**config.mk**
```make
export PLATFORM = sky130hd
export DESIGN_NAME = load_store_unit
export DESIGN_NICKNAME = d
export VERILOG_FILES = /design/src/rtl/core_pkg.sv /design/src/rtl/load_data_aligner.sv /design/src/rtl/load_store_unit.sv
export SDC_FILE = /design/constraint.sdc
export NUM_CORES = 1
export LEC_CHECK = 0
export CELL_PAD_IN_SITES_DETAIL_PLACEMENT = 1
export CELL_PAD_IN_SITES_GLOBAL_PLACEMENT = 1
export CORE_ASPECT_RATIO = 1.4
export CORE_MARGIN = 3
export CORE_UTILIZATION = 45
export DETAILED_ROUTE_END_ITERATION = 12
export DONT_BUFFER_PORTS = 1
export PLACE_DENSITY = 0.77
export SYNTH_ARGS = -nofsm -noshare
export SYNTH_HDL_FRONTEND = slang
export SYNTH_SLANG_ARGS = --single-unit
```
**constraint.sdc**
```tcl
create_clock -name clk -period 6.34 [get_ports clk]
set_input_delay 0.951 -clock clk [delete_from_list [all_inputs] [get_ports clk]]
set_output_delay 0.951 -clock clk [all_outputs]
set_load 0.01 [all_outputs]
```
**src/rtl/core_pkg.sv**
```systemverilog
// Shared load/store definitions: access-size encodings, LSU state type,
// byte strobe type and the pure helper functions used by the MEM stage.
package core_pkg;

    localparam logic [2:0] LS_B  = 3'b000;
    localparam logic [2:0] LS_H  = 3'b001;
    localparam logic [2:0] LS_W  = 3'b010;
    localparam logic [2:0] LS_BU = 3'b100;
    localparam logic [2:0] LS_HU = 3'b101;

    typedef enum logic [1:0] {
        IDLE      = 2'd0,
        REQ       = 2'd1,
        WAIT_RESP = 2'd2
    } lsu_state_t;

    typedef logic [3:0] strobe_t;

    // Misaligned half/word or an encoding with no defined access size.
    function automatic logic access_fault(input logic [2:0] funct3, input logic [1:0] addr_lo);
        case (funct3)
            LS_B, LS_BU: access_fault = 1'b0;
            LS_H, LS_HU: access_fault = addr_lo[0];
            LS_W:        access_fault = (addr_lo != 2'b00);
            default:     access_fault = 1'b1;
        endcase
    endfunction

    // Byte lanes touched by a store; size comes from the low funct3 bits.
    function automatic strobe_t store_strobe(input logic [2:0] funct3, input logic [1:0] addr_lo);
        case (funct3[1:0])
            2'b00:   store_strobe = strobe_t'(4'b0001 << addr_lo);
            2'b01:   store_strobe = strobe_t'(4'b0011 << addr_lo);
            default: store_strobe = 4'b1111;
        endcase
    endfunction

    // Narrow stores replicate their data across all lanes so the strobe alone picks the lane.
    function automatic logic [31:0] store_wdata(input logic [2:0] funct3, input logic [31:0] data);
        case (funct3[1:0])
            2'b00:   store_wdata = {4{data[7:0]}};
            2'b01:   store_wdata = {2{data[15:0]}};
            default: store_wdata = data;
        endcase
    endfunction

endpackage

```
**src/rtl/load_data_aligner.sv**
```systemverilog
// Picks the addressed byte/half out of a load response word and extends it.
module load_data_aligner
    import core_pkg::*;
(
    input  logic [31:0] rdata,
    input  logic [1:0]  addr,
    input  logic [2:0]  funct3,
    output logic [31:0] result
);

    logic [7:0]  byte_sel;
    logic [15:0] half_sel;

    // Lane selection followed by sign/zero extension by access type.
    always_comb begin
        case (addr)
            2'd0:    byte_sel = rdata[7:0];
            2'd1:    byte_sel = rdata[15:8];
            2'd2:    byte_sel = rdata[23:16];
            default: byte_sel = rdata[31:24];
        endcase
        half_sel = addr[1] ? rdata[31:16] : rdata[15:0];
        case (funct3)
            LS_B:    result = {{24{byte_sel[7]}}, byte_sel};
            LS_BU:   result = {24'b0, byte_sel};
            LS_H:    result = {{16{half_sel[15]}}, half_sel};
            LS_HU:   result = {16'b0, half_sel};
            default: result = rdata;
        endcase
    end

endmodule

```
**src/rtl/load_store_unit.sv**
```systemverilog
// MEM stage of the RV32E pipeline: single-outstanding data bus master with
// registered write-back bundle; stalls upstream while a transaction is open.
module load_store_unit
    import core_pkg::*;
(
    input  logic        clk,
    input  logic        rst,
    input  logic        valid_MEMPREP,
    input  logic        mem_read_MEMPREP,
    input  logic        mem_write_MEMPREP,
    input  logic [2:0]  funct3_MEMPREP,
    input  logic [31:0] alu_result_MEMPREP,
    input  logic [31:0] store_data_MEMPREP,
    input  logic [3:0]  rd_MEMPREP,
    input  logic        regfile_we_MEMPREP,
    output logic        stall,
    output logic        dbus_req,
    output logic        dbus_we,
    output logic [31:0] dbus_addr,
    output logic [31:0] dbus_wdata,
    output strobe_t     dbus_wstrb,
    input  logic        dbus_gnt,
    input  logic        dbus_rvalid,
    input  logic [31:0] dbus_rdata,
    output logic        valid_MEM,
    output logic [31:0] result_MEM,
    output logic [3:0]  rd_MEM,
    output logic        regfile_we_MEM,
    output logic        mem_fault_MEM
);

    lsu_state_t  state;
    logic [1:0]  cap_addr_lo;
    logic [2:0]  cap_funct3;
    logic [3:0]  cap_rd;
    logic        cap_we;
    logic        cap_store;
    logic        is_mem;
    logic        fault;
    logic [31:0] load_result;

    assign stall  = (state != IDLE);
    assign is_mem = valid_MEMPREP & (mem_read_MEMPREP | mem_write_MEMPREP);
    assign fault  = access_fault(funct3_MEMPREP, alu_result_MEMPREP[1:0]);

    load_data_aligner u_aligner (
        .rdata  (dbus_rdata),
        .addr   (cap_addr_lo),
        .funct3 (cap_funct3),
        .result (load_result)
    );

    // Sequencer plus registered bus and write-back outputs.
    always_ff @(posedge clk or posedge rst) begin
        if (rst) begin
            state          <= IDLE;
            cap_addr_lo    <= '0;
            cap_funct3     <= '0;
            cap_rd         <= '0;
            cap_we         <= 1'b0;
            cap_store      <= 1'b0;
            dbus_req       <= 1'b0;
            dbus_we        <= 1'b0;
            dbus_addr      <= '0;
            dbus_wdata     <= '0;
            dbus_wstrb     <= '0;
            valid_MEM      <= 1'b0;
            result_MEM     <= '0;
            rd_MEM         <= '0;
            regfile_we_MEM <= 1'b0;
            mem_fault_MEM  <= 1'b0;
        end else begin
            // Completion pulses; overridden below only on a completing edge.
            valid_MEM      <= 1'b0;
            regfile_we_MEM <= 1'b0;
            mem_fault_MEM  <= 1'b0;
            case (state)
                IDLE: begin
                    if (is_mem && fault) begin
                        valid_MEM     <= 1'b1;
                        mem_fault_MEM <= 1'b1;
                        result_MEM    <= alu_result_MEMPREP;
                        rd_MEM        <= rd_MEMPREP;
                    end else if (is_mem) begin
                        state       <= REQ;
                        cap_addr_lo <= alu_result_MEMPREP[1:0];
                        cap_funct3  <= funct3_MEMPREP;
                        cap_rd      <= rd_MEMPREP;
                        cap_we      <= regfile_we_MEMPREP;
                        cap_store   <= mem_write_MEMPREP;
                        dbus_req    <= 1'b1;
                        dbus_we     <= mem_write_MEMPREP;
                        dbus_addr   <= {alu_result_MEMPREP[31:2], 2'b00};
                        dbus_wdata  <= mem_write_MEMPREP ?
                                       store_wdata(funct3_MEMPREP, store_data_MEMPREP) : 32'b0;
                        dbus_wstrb  <= mem_write_MEMPREP ?
                                       store_strobe(funct3_MEMPREP, alu_result_MEMPREP[1:0]) : 4'b0000;
                    end else begin
                        valid_MEM      <= valid_MEMPREP;
                        result_MEM     <= alu_result_MEMPREP;
                        rd_MEM         <= rd_MEMPREP;
                        regfile_we_MEM <= valid_MEMPREP & regfile_we_MEMPREP;
                    end
                end
                REQ: begin
                    if (dbus_gnt) begin
                        dbus_req <= 1'b0;
                        if (cap_store) begin
                            state     <= IDLE;
                            valid_MEM <= 1'b1;
                            rd_MEM    <= cap_rd;
                        end else begin
                            state <= WAIT_RESP;
                        end
                    end
                end
                WAIT_RESP: begin
                    if (dbus_rvalid) begin
                        state          <= IDLE;
                        valid_MEM      <= 1'b1;
                        result_MEM     <= load_result;
                        rd_MEM         <= cap_rd;
                        regfile_we_MEM <= cap_we;
                    end
                end
                default: state <= IDLE;
            endcase
        end
    end

endmodule

```
==> results of run 1 <==
-- routing by layer --
metal  routed length (um)  vias to the layer above  part of all wire (%)  GRT usage, %
li1                     -                     2144                     -             -
met1                 6440                     2312                    35          28.1
met2                 9550                      196                    53          45.4
met3                 1620                       34                   8.9          9.22
met4                  547                        0                   3.0          10.2
met5                    0                        -                     0             0
-- kinds of logic after synthesis --
group           Yosys count  share of synthesized area (%)
compound gates          158                           17.7
fa+ha+maj                 4                          0.865
buf+inv                  66                           4.61
flops                   119                           51.5
mux                      45                           8.56
other cells               1                         0.0648
simple gates            233                           16.7
-- metrics by stage --
step / instances / util, % / setup slack (ns) / cell area [sq um]
floorplan: 627 / - / 2.23 / 5790
global placement: 736 / 47.0 / 2.95 / 5840
detailed placement: 736 / 47.0 / 2.81 / 5840
CTS: 768 / 51.7 / 3.07 / 6430
global route: 768 / 51.7 / 2.79 / 6430
finish: 768 / 51.7 / 3.15 / 6430
-- layout by cell type (no fill, tap or decap), types with 2 or more instances in the layout --
cell                         synthesis  routed
sky130_fd_sc_hd__nand2_1           171     171
sky130_fd_sc_hd__dfrtp_1           119     119
sky130_fd_sc_hd__a21oi_1            48      47
sky130_fd_sc_hd__a31oi_1            32      32
sky130_fd_sc_hd__o21ai_0            26      26
sky130_fd_sc_hd__mux2_2             26      26
sky130_fd_sc_hd__nor2_1             22      22
sky130_fd_sc_hd__inv_1              21      20
sky130_fd_sc_hd__mux2i_1            18      18
sky130_fd_sc_hd__clkbuf_16           0      17
sky130_fd_sc_hd__nand3_1            13      13
sky130_fd_sc_hd__and3_1             11      11
sky130_fd_sc_hd__a22o_1              8       8
sky130_fd_sc_hd__o221ai_1            7       7
sky130_fd_sc_hd__a221oi_1            7       7
sky130_fd_sc_hd__a2111oi_0           7       7
sky130_fd_sc_hd__a221o_1             7       7
sky130_fd_sc_hd__a2bb2oi_1           6       6
sky130_fd_sc_hd__nand2b_1            4       4
sky130_fd_sc_hd__ha_1                4       4
sky130_fd_sc_hd__clkinvlp_4          0       4
sky130_fd_sc_hd__buf_4               2       4
sky130_fd_sc_hd__nand3b_1            3       3
sky130_fd_sc_hd__clkinv_2            0       3
sky130_fd_sc_hd__clkbuf_8            0       3
sky130_fd_sc_hd__a21oi_2             1       2
sky130_fd_sc_hd__or2_2               2       2
sky130_fd_sc_hd__o211ai_1            2       2
sky130_fd_sc_hd__o22ai_1             2       2
sky130_fd_sc_hd__o21a_1              2       2
sky130_fd_sc_hd__nor2b_1             2       2
sky130_fd_sc_hd__conb_1              1       2
sky130_fd_sc_hd__bufinv_16           0       2
-- worst paths after layout --
check	end	slack, ns	cells past startpoint
setup / recovery	result_MEM[8]$_DFFE_PP0P_	3.15	6
hold / removal	cap_we$_DFFE_PP0P_	0.49	2
hold reg to reg	cap_we$_DFFE_PP0P_	0.49	2
setup reg to reg	result_MEM[8]$_DFFE_PP0P_	3.15	6
max in group asynchronous	result_MEM[23]$_DFFE_PP0P_	4.51	2
min in group asynchronous	dbus_wstrb[1]$_DFFE_PP0P_	0.52	1
-- power by group through the flow --
stage	clock network [mW]	registers [mW]	logic, mW
4_1_cts	0.978	1.64	1.03
5_1_grt	1.01	1.68	1.16
6_report	0.963	1.63	1.01
2_1_floorplan	0	1.49	0.856
3_3_place_gp	0	1.63	0.970
3_5_place_dp	0	1.64	1.04
-- worst max-delay path: stages, from the launching register on --
cell and delay, ns:
sky130_fd_sc_hd__dfrtp_1 0.41, sky130_fd_sc_hd__inv_1 0.12, sky130_fd_sc_hd__ha_1 0.57, sky130_fd_sc_hd__nand2_1 0.38, sky130_fd_sc_hd__nand2_1 0.76, sky130_fd_sc_hd__nand2_1 0.38, sky130_fd_sc_hd__a221o_1 0.44
-- registers in the layout, indices dropped and copies added (netlist names), 2 cells and up --
register	cells
dbus_wdata	32
result_MEM	32
dbus_addr	30
cap_rd	4
dbus_wstrb	4
rd_MEM	4
cap_funct3	3
cap_addr_lo	2
state	2
-- layout make-up --
cell class,count,area (sq um),area share [%]
clock buffer,21,470,7.32
tap,150,188,2.92
sequential,119,2980,46.3
inverter,21,81.3,1.26
clock inverter,11,123,1.91
multi-input combinational,442,2560,39.8
timing repair buffer,4,30.0,0.467
==> reports/metrics.yaml, run 1 <==
outcome: "completed"
inserted_diodes: 0
drive_above_1_share_pct: 11.3
grt_pass1_wl_um: 28500
synth_top_area_share_pct: 51.5
die_area_sq_mm: 0.0143
period_share_pct: 50.4
netSwitchingPower_mw: 1.44
cts_sinks: 119
synth_warnings: 0
ys_ff_latch: 119
detailedPlacementHpwl_um: 13500
synthesis.instances: 626
floorplan.initialDensity_pct: 46.5
globalplace.congestion: 0.787
finalSetupViolations: 0
synthArstFlopShare_pct: 100
final.setup.tns_ns: 0
drt_wl_total_um: 18200
crit_path_start: "state[0]$_DFFE_PP0P_"
num_vias: 4686
grt_max_degree: 65
power.switching_fraction_pct: 40.0
cts-root-buf: "sky130_fd_sc_hd__clkbuf_16"
fillers: 1398
cts-buffers-inserted: 17
critical_path.reg2reg.startpoint: "state[0]$_DFFE_PP0P_"
report.final.slew_viol_count: 0
num-nets-final: 720
ir_drop_mv: 0.197
synth_area_leader_cell: "sky130_fd_sc_hd__dfrtp_1"
ctsLongestPathBuffers: 2
worst-setup-path-type: "register to register"
maximum_clock_frequency_mhz: 313
worst_hold_path_type: "register to register"
internal_power_mw: 2.16
grt_antenna_before_repair: 0
clock_insertion_delay_worst_skew_ns: 0.42
relSlewSlack_pct: 33.3
pwr-share-clk_pct: 26.7
final_hold_viols: 0
clock_tree.htree_level_count: 4
timing.critical_path.to_type: "register"
post-route-drc-count: 0
grt_usage_pct: 25.9
core_area_sq_mm: 0.0124
syn_avg_cell_area_sq_um: 9.24
via_density_per_instance: 6.10
die_y_um: 140
grt_overflow: 0
detailedRoute.firstIterationViolations: 168
synth_enable_flop_cells: 0
synthDistinctLibCells: 40
worst_clock_skew_ns: 0.0107
rsz_0062_raised_after_global_routing: "false"
hold_buffers: 0
row_count: 48
power.combinational.fraction_pct: 28.1
chipWidth_um: 102
clk_pin_slew_worst_paths_ns: 0.06
syn_to_final_growth_pct: 11.1
holdWs_ns: 0.488
cp_data_required_time_ns: 6.63
power_leakage_nw: 3.04
max_slew.worst_pin.slew_ns: 0.999
ioPinCount: 221
worstPathArrival_ns: 3.48
startpoint_type: "register"
crit_fanout: 25
synth_top_cells_by_count: "sky130_fd_sc_hd__nand2_1 (171), sky130_fd_sc_hd__dfrtp_1 (119), sky130_fd_sc_hd__a21oi_1 (48), sky130_fd_sc_hd__clkbuf_1 (33), sky130_fd_sc_hd__a31oi_1 (32)"
post-cts-setup-buffers: 0
proportion_of_synthesized_chip_area_in_sequential_cells_pct: 51.5
port_buffers: 0
cell_with_the_most_instances_after_synthesis: "sky130_fd_sc_hd__nand2_1"
p_total_mw: 3.61
post_cts_resized: 0
drt-wirelength-per-cell_um: 23.6
timing.max_cap.violations: 0
ys.flop_type: "sky130_fd_sc_hd__dfrtp_1"
pwr-share-seq_pct: 45.1
synth_area_sq_mm: 0.00579
final.min_clock_period_ns: 3.19
tritoncts_clock_tree: "built"
detail_route.first_pass.iterations: 4
synth_top_cells_by_area: "sky130_fd_sc_hd__dfrtp_1 (51%), sky130_fd_sc_hd__nand2_1 (11%), sky130_fd_sc_hd__mux2_2 (5.1%), sky130_fd_sc_hd__a21oi_1 (4.2%), sky130_fd_sc_hd__a31oi_1 (3.5%)"
via_count_of_the_first_global_routing_pass: 5159
hold_start: "cap_we$_DFFE_PP0P_"
power.density_cell_area_mw_per_mm2: 561
route.antenna.remaining_nets: 0
Note: power is estimated with default switching activity, not from simulation.
==> inputs of run 2 (changes only) <==
- CORE_UTILIZATION: 45 -> 42
- PLACE_DENSITY: 0.77 -> 0.76
- clock period: 6.34 -> 2.57 ns (I/O delays scaled with it)
==> run 2 against run 1 <==
Against the previous run:
- clock power rose to 2.6 times the previous value
- cell count up 6.0%
- sequential power up 140%
- critical endpoint is now result_MEM[28]$_DFFE_PP0P_
- via count up 4.8%
- die area up 6.8%
- fmax up 43%
- combinational power rose to 2.7 times the previous value
- sequential share of layout area down 1.5 points
- non-clock buffer count up 14
- clock skew up 0.0025 ns
==> reports/metrics.yaml, run 2 (same netlist as run 1, synthesis figures left out) <==
worst_clock_skew_ns: 0.0132
cp_data_required_time_ns: 2.88
design_area_sq_mm: 0.00664
rsz_0062_raised_after_global_routing: "false"
chipWidth_um: 105
drt-wirelength-per-cell_um: 24.0
via_density_per_instance: 6.03
floorplan.initialDensity_pct: 43.0
holdWs_ns: 0.0752
worst-setup-path-type: "register to register"
timing.critical_path.to_type: "register"
final.min_clock_period_ns: 2.23
power.combinational.fraction_pct: 29.7
route.antenna.remaining_nets: 0
final_hold_viols: 0
crit_fanout: 16
cts-buffers-inserted: 17
die_y_um: 145
startpoint_type: "register"
netSwitchingPower_mw: 3.74
globalplace.congestion: 0.856
cts-root-buf: "sky130_fd_sc_hd__clkbuf_16"
port_buffers: 0
hold_start: "alu_result_MEMPREP[12]"
outcome: "completed"
drive_above_1_share_pct: 13.1
detailedPlacementHpwl_um: 14200
crit_path_start: "state[0]$_DFFE_PP0P_"
grt_antenna_before_repair: 0
cts_sinks: 119
num-nets-final: 734
worstPathArrival_ns: 2.54
power.switching_fraction_pct: 40.2
most-common-layout-cells: "sky130_fd_sc_hd__nand2_1 (171), sky130_fd_sc_hd__dfrtp_1 (119), sky130_fd_sc_hd__a21oi_1 (47)"
post-cts-setup-buffers: 0
pwr-share-seq_pct: 42.9
pwr-share-clk_pct: 27.4
ctsLongestPathBuffers: 2
power_leakage_nw: 3.13
worst_hold_path_type: "primary input to register"
syn_to_final_growth_pct: 14.8
ioPinCount: 221
grt_overflow: 0
final.setup.tns_ns: 0
grt_usage_pct: 25.8
post_cts_resized: 0
drt_wl_total_um: 19500
relSlewSlack_pct: 46.9
tritoncts_clock_tree: "built"
critical_path.reg2reg.startpoint: "state[0]$_DFFE_PP0P_"
ir_drop_mv: 0.488
inserted_diodes: 0
grt_pass1_wl_um: 30500
core_area_sq_mm: 0.0135
maximum_clock_frequency_mhz: 449
die_area_sq_mm: 0.0152
grt_max_degree: 45
num_vias: 4912
max_slew.worst_pin.slew_ns: 0.794
clock_tree.htree_level_count: 4
report.final.slew_viol_count: 0
clock_insertion_delay_worst_skew_ns: 0.42
detail_route.first_pass.iterations: 4
hold_buffers: 1
post-route-drc-count: 0
layout.core_utilization_pct: 49.4
biggestRegsByFlops: "dbus_wdata: 32 flops, result_MEM: 32 flops, dbus_addr: 30 flops"
fillers: 1521
row_count: 50
via_count_of_the_first_global_routing_pass: 5368
period_share_pct: 86.7
internal_power_mw: 5.56
detailedRoute.firstIterationViolations: 274
timing.max_cap.violations: 0
finalSetupViolations: 0
final_common_cell: "sky130_fd_sc_hd__nand2_1"
postPlaceCellArea_sq_mm: 0.00600
clk_pin_slew_worst_paths_ns: 0.06
power.density_cell_area_mw_per_mm2: 1400
run 2: worst paths after layout:
path | cells past startpoint | end | slack, ns
max in group asynchronous | 3 | dbus_addr[2]$_DFFE_PP0P_ | 1.33
min in group asynchronous | 2 | state[1]$_DFFE_PP0P_ | 0.58
worst max register to register | 5 | result_MEM[28]$_DFFE_PP0P_ | 0.34
worst max-delay path | 5 | result_MEM[28]$_DFFE_PP0P_ | 0.34
worst min register to register | 2 | cap_rd[3]$_DFFE_PP0P_ | 0.48
worst min-delay path | 2 | dbus_addr[12]$_DFFE_PP0P_ | 0.08
run 2: metal layers:
| layer | vias to the layer above | part of all wire, % | global-route usage, % |
|---|---|---|---|
| met2 | 217 | 53 | 45.0 |
| met3 | 56 | 8.9 | 9.23 |
| li1 | 2182 | - | - |
| met4 | 0 | 4.4 | 13.5 |
| met1 | 2457 | 34 | 27.5 |
| met5 | - | 0 | 0 |
run 2: worst max-delay path, stage by stage (launching register included):
cell and delay [ns]:
sky130_fd_sc_hd__dfrtp_1 0.41, sky130_fd_sc_hd__inv_1 0.12, sky130_fd_sc_hd__ha_1 0.25, sky130_fd_sc_hd__buf_4 0.24, sky130_fd_sc_hd__nand4_1 0.64, sky130_fd_sc_hd__a31oi_1 0.46
run 2: metrics by stage:
step | instances | setup WS (ns) | total power [mW]
2_1_floorplan | 627 | 0.553 | 5.78
3_3_place_gp | 781 | 0.433 | 6.52
3_5_place_dp | 781 | 0.382 | 6.75
4_1_cts | 814 | 0.347 | 9.37
5_1_grt | 814 | 0.192 | 9.89
6_report | 814 | 0.341 | 9.30
run 2: power by group through the flow:
stage / combinational (mW) / sequential [mW] / clock, mW
final: 2.76 / 3.99 / 2.55
after floorplan: 2.11 / 3.67 / 0
after global placement: 2.55 / 3.97 / 0
after CTS: 2.78 / 4.01 / 2.59
after global routing: 3.11 / 4.09 / 2.69
after detailed placement: 2.73 / 4.01 / 0
run 2: area by class of cell:
class | count | area [sq um] | area share [%]
tap | 182 | 228 | 3.43
multi-input combinational | 442 | 2560 | 38.6
clock buffer | 18 | 429 | 6.46
sequential | 119 | 2980 | 44.8
inverter | 21 | 82.6 | 1.24
clock inverter | 14 | 200 | 3.01
timing repair buffer | 18 | 163 | 2.45
==> inputs of run 3 (changes only) <==
- CELL_PAD_IN_SITES_DETAIL_PLACEMENT: 1 -> default
- CELL_PAD_IN_SITES_GLOBAL_PLACEMENT: 1 -> default
- CORE_UTILIZATION: 42 -> 45
- PLACE_DENSITY: 0.76 -> 0.62
- SKIP_CTS_REPAIR_TIMING: default -> 1
- SYNTH_HIERARCHICAL: default -> 1
==> run 3 against run 2 <==
Against the previous run:
- via count fell by 11%
- area after synthesis rose by 10%
- utilization rose by 2.8 points
- register-to-register slack got worse by 0.10 ns
- largest cell class is now multi-input gates
- critical endpoint is now result_MEM[2]$_DFFE_PP0P_
- sequential power fell by 1%
- first-iteration DRC count fell by 45%
- fmax fell by 4.3%
- critical path depth did not move
- synthesized cell count fell by 11%
- global-route usage fell by 3.7 points
- largest power group unchanged
==> reports/metrics.yaml, run 3 <==
cts_sinks: 119
max_slew.worst_pin.slew_ns: 0.768
place_worst_setup_slack_ns: 0.238
synthesis.instances: 556
row_count: 50
core_area_sq_mm: 0.0136
detailedRoute.firstIterationViolations: 150
route.antenna.remaining_nets: 0
critical_path.top_delay_family: "multiplexers"
cell_with_the_most_instances_after_synthesis: "sky130_fd_sc_hd__dfrtp_1"
design_area_sq_mm: 0.00711
timing.critical_path.to_type: "register"
cp_data_required_time_ns: 2.85
detailedPlacementHpwl_um: 12800
final-seq-area_sq_mm: 0.00298
final_hold_viols: 0
power.switching_fraction_pct: 38.0
period_share_pct: 90.6
synth_top_cells_by_count: "sky130_fd_sc_hd__dfrtp_1 (119), sky130_fd_sc_hd__mux2_2 (88), sky130_fd_sc_hd__nand2_1 (49), sky130_fd_sc_hd__nor2_1 (43), sky130_fd_sc_hd__o21ai_0 (33)"
critical_path.max_stage_delay_ns: 0.81
grt_usage_pct: 22.1
post-route-drc-count: 0
rsz_0062_raised_after_global_routing: "false"
num_vias: 4348
cp_num_buf_inv: 0
via_density_per_instance: 5.84
syn_avg_cell_area_sq_um: 11.5
floorplan.initialDensity_pct: 46.8
worst-setup-path-type: "register to register"
grt_pass1_wl_um: 26700
synth_enable_flop_cells: 0
report.final.slew_viol_count: 0
maximum_clock_frequency_mhz: 429
chipWidth_um: 107
pwr-share-clk_pct: 25.5
finalWorstSetupSlack_ns: 0.241
proportion_of_synthesized_chip_area_in_sequential_cells_pct: 46.7
synth_warnings: 6
drt-wirelength-per-cell_um: 23.2
power.combinational.fraction_pct: 32.9
synth_top_cells_by_area: "sky130_fd_sc_hd__dfrtp_1 (47%), sky130_fd_sc_hd__mux2_2 (16%), sky130_fd_sc_hd__mux2_1 (5.3%), sky130_fd_sc_hd__mux2i_1 (3.1%), sky130_fd_sc_hd__mux4_1 (2.9%)"
internal_power_mw: 5.88
final.setup.tns_ns: 0
clk_pin_slew_worst_paths_ns: 0.06
power.density_cell_area_mw_per_mm2: 1330
ys.flop_type: "sky130_fd_sc_hd__dfrtp_1"
ioPinCount: 221
synth_area_leader_cell: "sky130_fd_sc_hd__dfrtp_1"
ys_ff_latch: 119
pwr-share-seq_pct: 41.5
cts-buffers-inserted: 17
biggestRegsByFlops: "dbus_wdata: 32 flops, result_MEM: 32 flops, dbus_addr: 30 flops"
outcome: "completed"
startpoint_type: "register"
grt_overflow: 0
worstPathArrival_ns: 2.61
globalplace.congestion: 0.887
tritoncts_clock_tree: "built"
postPlaceCellArea_sq_mm: 0.00650
crit_slowest_cell: "sky130_fd_sc_hd__dfrtp_1"
drt_wl_total_um: 17300
multi_input_area_sq_mm: 0.00310
inserted_diodes: 0
most-common-layout-cells: "sky130_fd_sc_hd__dfrtp_1 (119), sky130_fd_sc_hd__mux2_2 (88), sky130_fd_sc_hd__nand2_1 (49)"
ctsLongestPathBuffers: 2
grt_antenna_before_repair: 0
crit_fanout: 21
drive_above_1_share_pct: 26.8
detail_route.first_pass.iterations: 4
final_common_cell: "sky130_fd_sc_hd__dfrtp_1"
finalSetupViolations: 0
worstPathCellList: "mux4_1 > nor2_1 > a311oi_1 > mux2_2 > mux2_1"
die_area_sq_mm: 0.0157
clock_insertion_delay_worst_skew_ns: 0.41
syn_to_final_growth_pct: 11.5
die_y_um: 147
power_leakage_nw: 3.09
ir_drop_mv: 0.543
num-nets-final: 665
holdWs_ns: 0.104
synth_top_area_share_pct: 46.7
fillers: 1235
worst_clock_skew_ns: 0.0137
clock_tree.htree_level_count: 4
port_buffers: 0
cts-root-buf: "sky130_fd_sc_hd__clkbuf_16"
synthArstFlopShare_pct: 100
timing.max_cap.violations: 0
synth_area_sq_mm: 0.00638
final.min_clock_period_ns: 2.33
netSwitchingPower_mw: 3.60
grt_max_degree: 112
via_count_of_the_first_global_routing_pass: 4616
synthDistinctLibCells: 44
worst_hold_path_type: "primary input to register"
relSlewSlack_pct: 48.8
==> run 3: cell count changes in the layout (fill, tap and decap cells not counted), sizes merged, moves of 14 or more <==
cell,delta
a21oi,-20
a31oi,-32
nor2,+21
o22ai,+14
nand2,-122
mux2,+94
==> run 3: area by class of cell <==
cell class              instances  area share [%]
repair buffers                 14            2.04
clock buffers                  18            6.18
multi-input cells             383            43.6
inverters                      15           0.845
flip-flops and latches        119            41.9
well taps                     182            3.20
clock inverters                14            2.29
==> run 3: final timing paths <==
kind / start / end / slack, ns / cells after the start
hold reg to reg: cap_we$_DFFE_PP0P_ / regfile_we_MEM$_DFF_PP0_ / 0.50 / 2
setup reg to reg: cap_addr_lo[1]$_DFFE_PP0P_ / result_MEM[2]$_DFFE_PP0P_ / 0.24 / 5
max in group asynchronous: rst / dbus_wdata[31]$_DFFE_PP0P_ / 1.33 / 3
setup / recovery: cap_addr_lo[1]$_DFFE_PP0P_ / result_MEM[2]$_DFFE_PP0P_ / 0.24 / 5
min in group asynchronous: rst / rd_MEM[1]$_DFFE_PP0P_ / 0.38 / 2
hold / removal: store_data_MEMPREP[2] / dbus_wdata[2]$_DFFE_PP0P_ / 0.10 / 1
==> run 3: layer usage <==
metal / share of wire [%] / global-route usage (%) / vias up
met4: 2.1 / 7.42 / 0
met1: 33 / 22.8 / 2129
met3: 11 / 9.89 / 22
li1: - / - / 1994
met2: 53 / 39.4 / 203
met5: 0 / 0 / -
==> run 3: worst register-to-register path, delay by kind of cell (launching register included) <==
kind | cells | cell delay (ns)
multiplexers | 3 | 1.22
flip-flops | 1 | 0.81
AND/OR/NAND/NOR | 1 | 0.11
AO/OA/AOI/OAI | 1 | 0.07
==> run 3: power by group through the flow <==
stage	registers [mW]	clock network, mW	logic [mW]
2_1_floorplan	3.62	0	2.78
3_3_place_gp	3.95	0	3.04
3_5_place_dp	3.98	0	3.16
4_1_cts	3.97	2.48	3.15
5_1_grt	4.04	2.55	3.48
6_report	3.94	2.42	3.12
==> run 3: metrics by stage <==
| stage | power (mW) | utilization [%] | std cells |
|---|---|---|---|
| global placement | 6.99 | 47.7 | 712 |
| global route | 10.1 | 52.1 | 745 |
| floorplan | 6.40 | - | 557 |
| finish | 9.48 | 52.1 | 745 |
| CTS | 9.60 | 52.1 | 744 |
| detailed placement | 7.14 | 47.7 | 712 |
==> run 3: logic make-up (layout without fill, tap and decap cells) <==
group                      Yosys count  in the layout  synth area share, %
muxes                              147            147                 27.3
buffers and inverters               55             61                 4.83
AOI/OAI and AO/OA                  114            114                 12.3
DFF                                119            119                 46.7
and+or+nand+nor                    116            116                 8.04
adders and majority gates            4              4                0.785
other                                1              2               0.0588
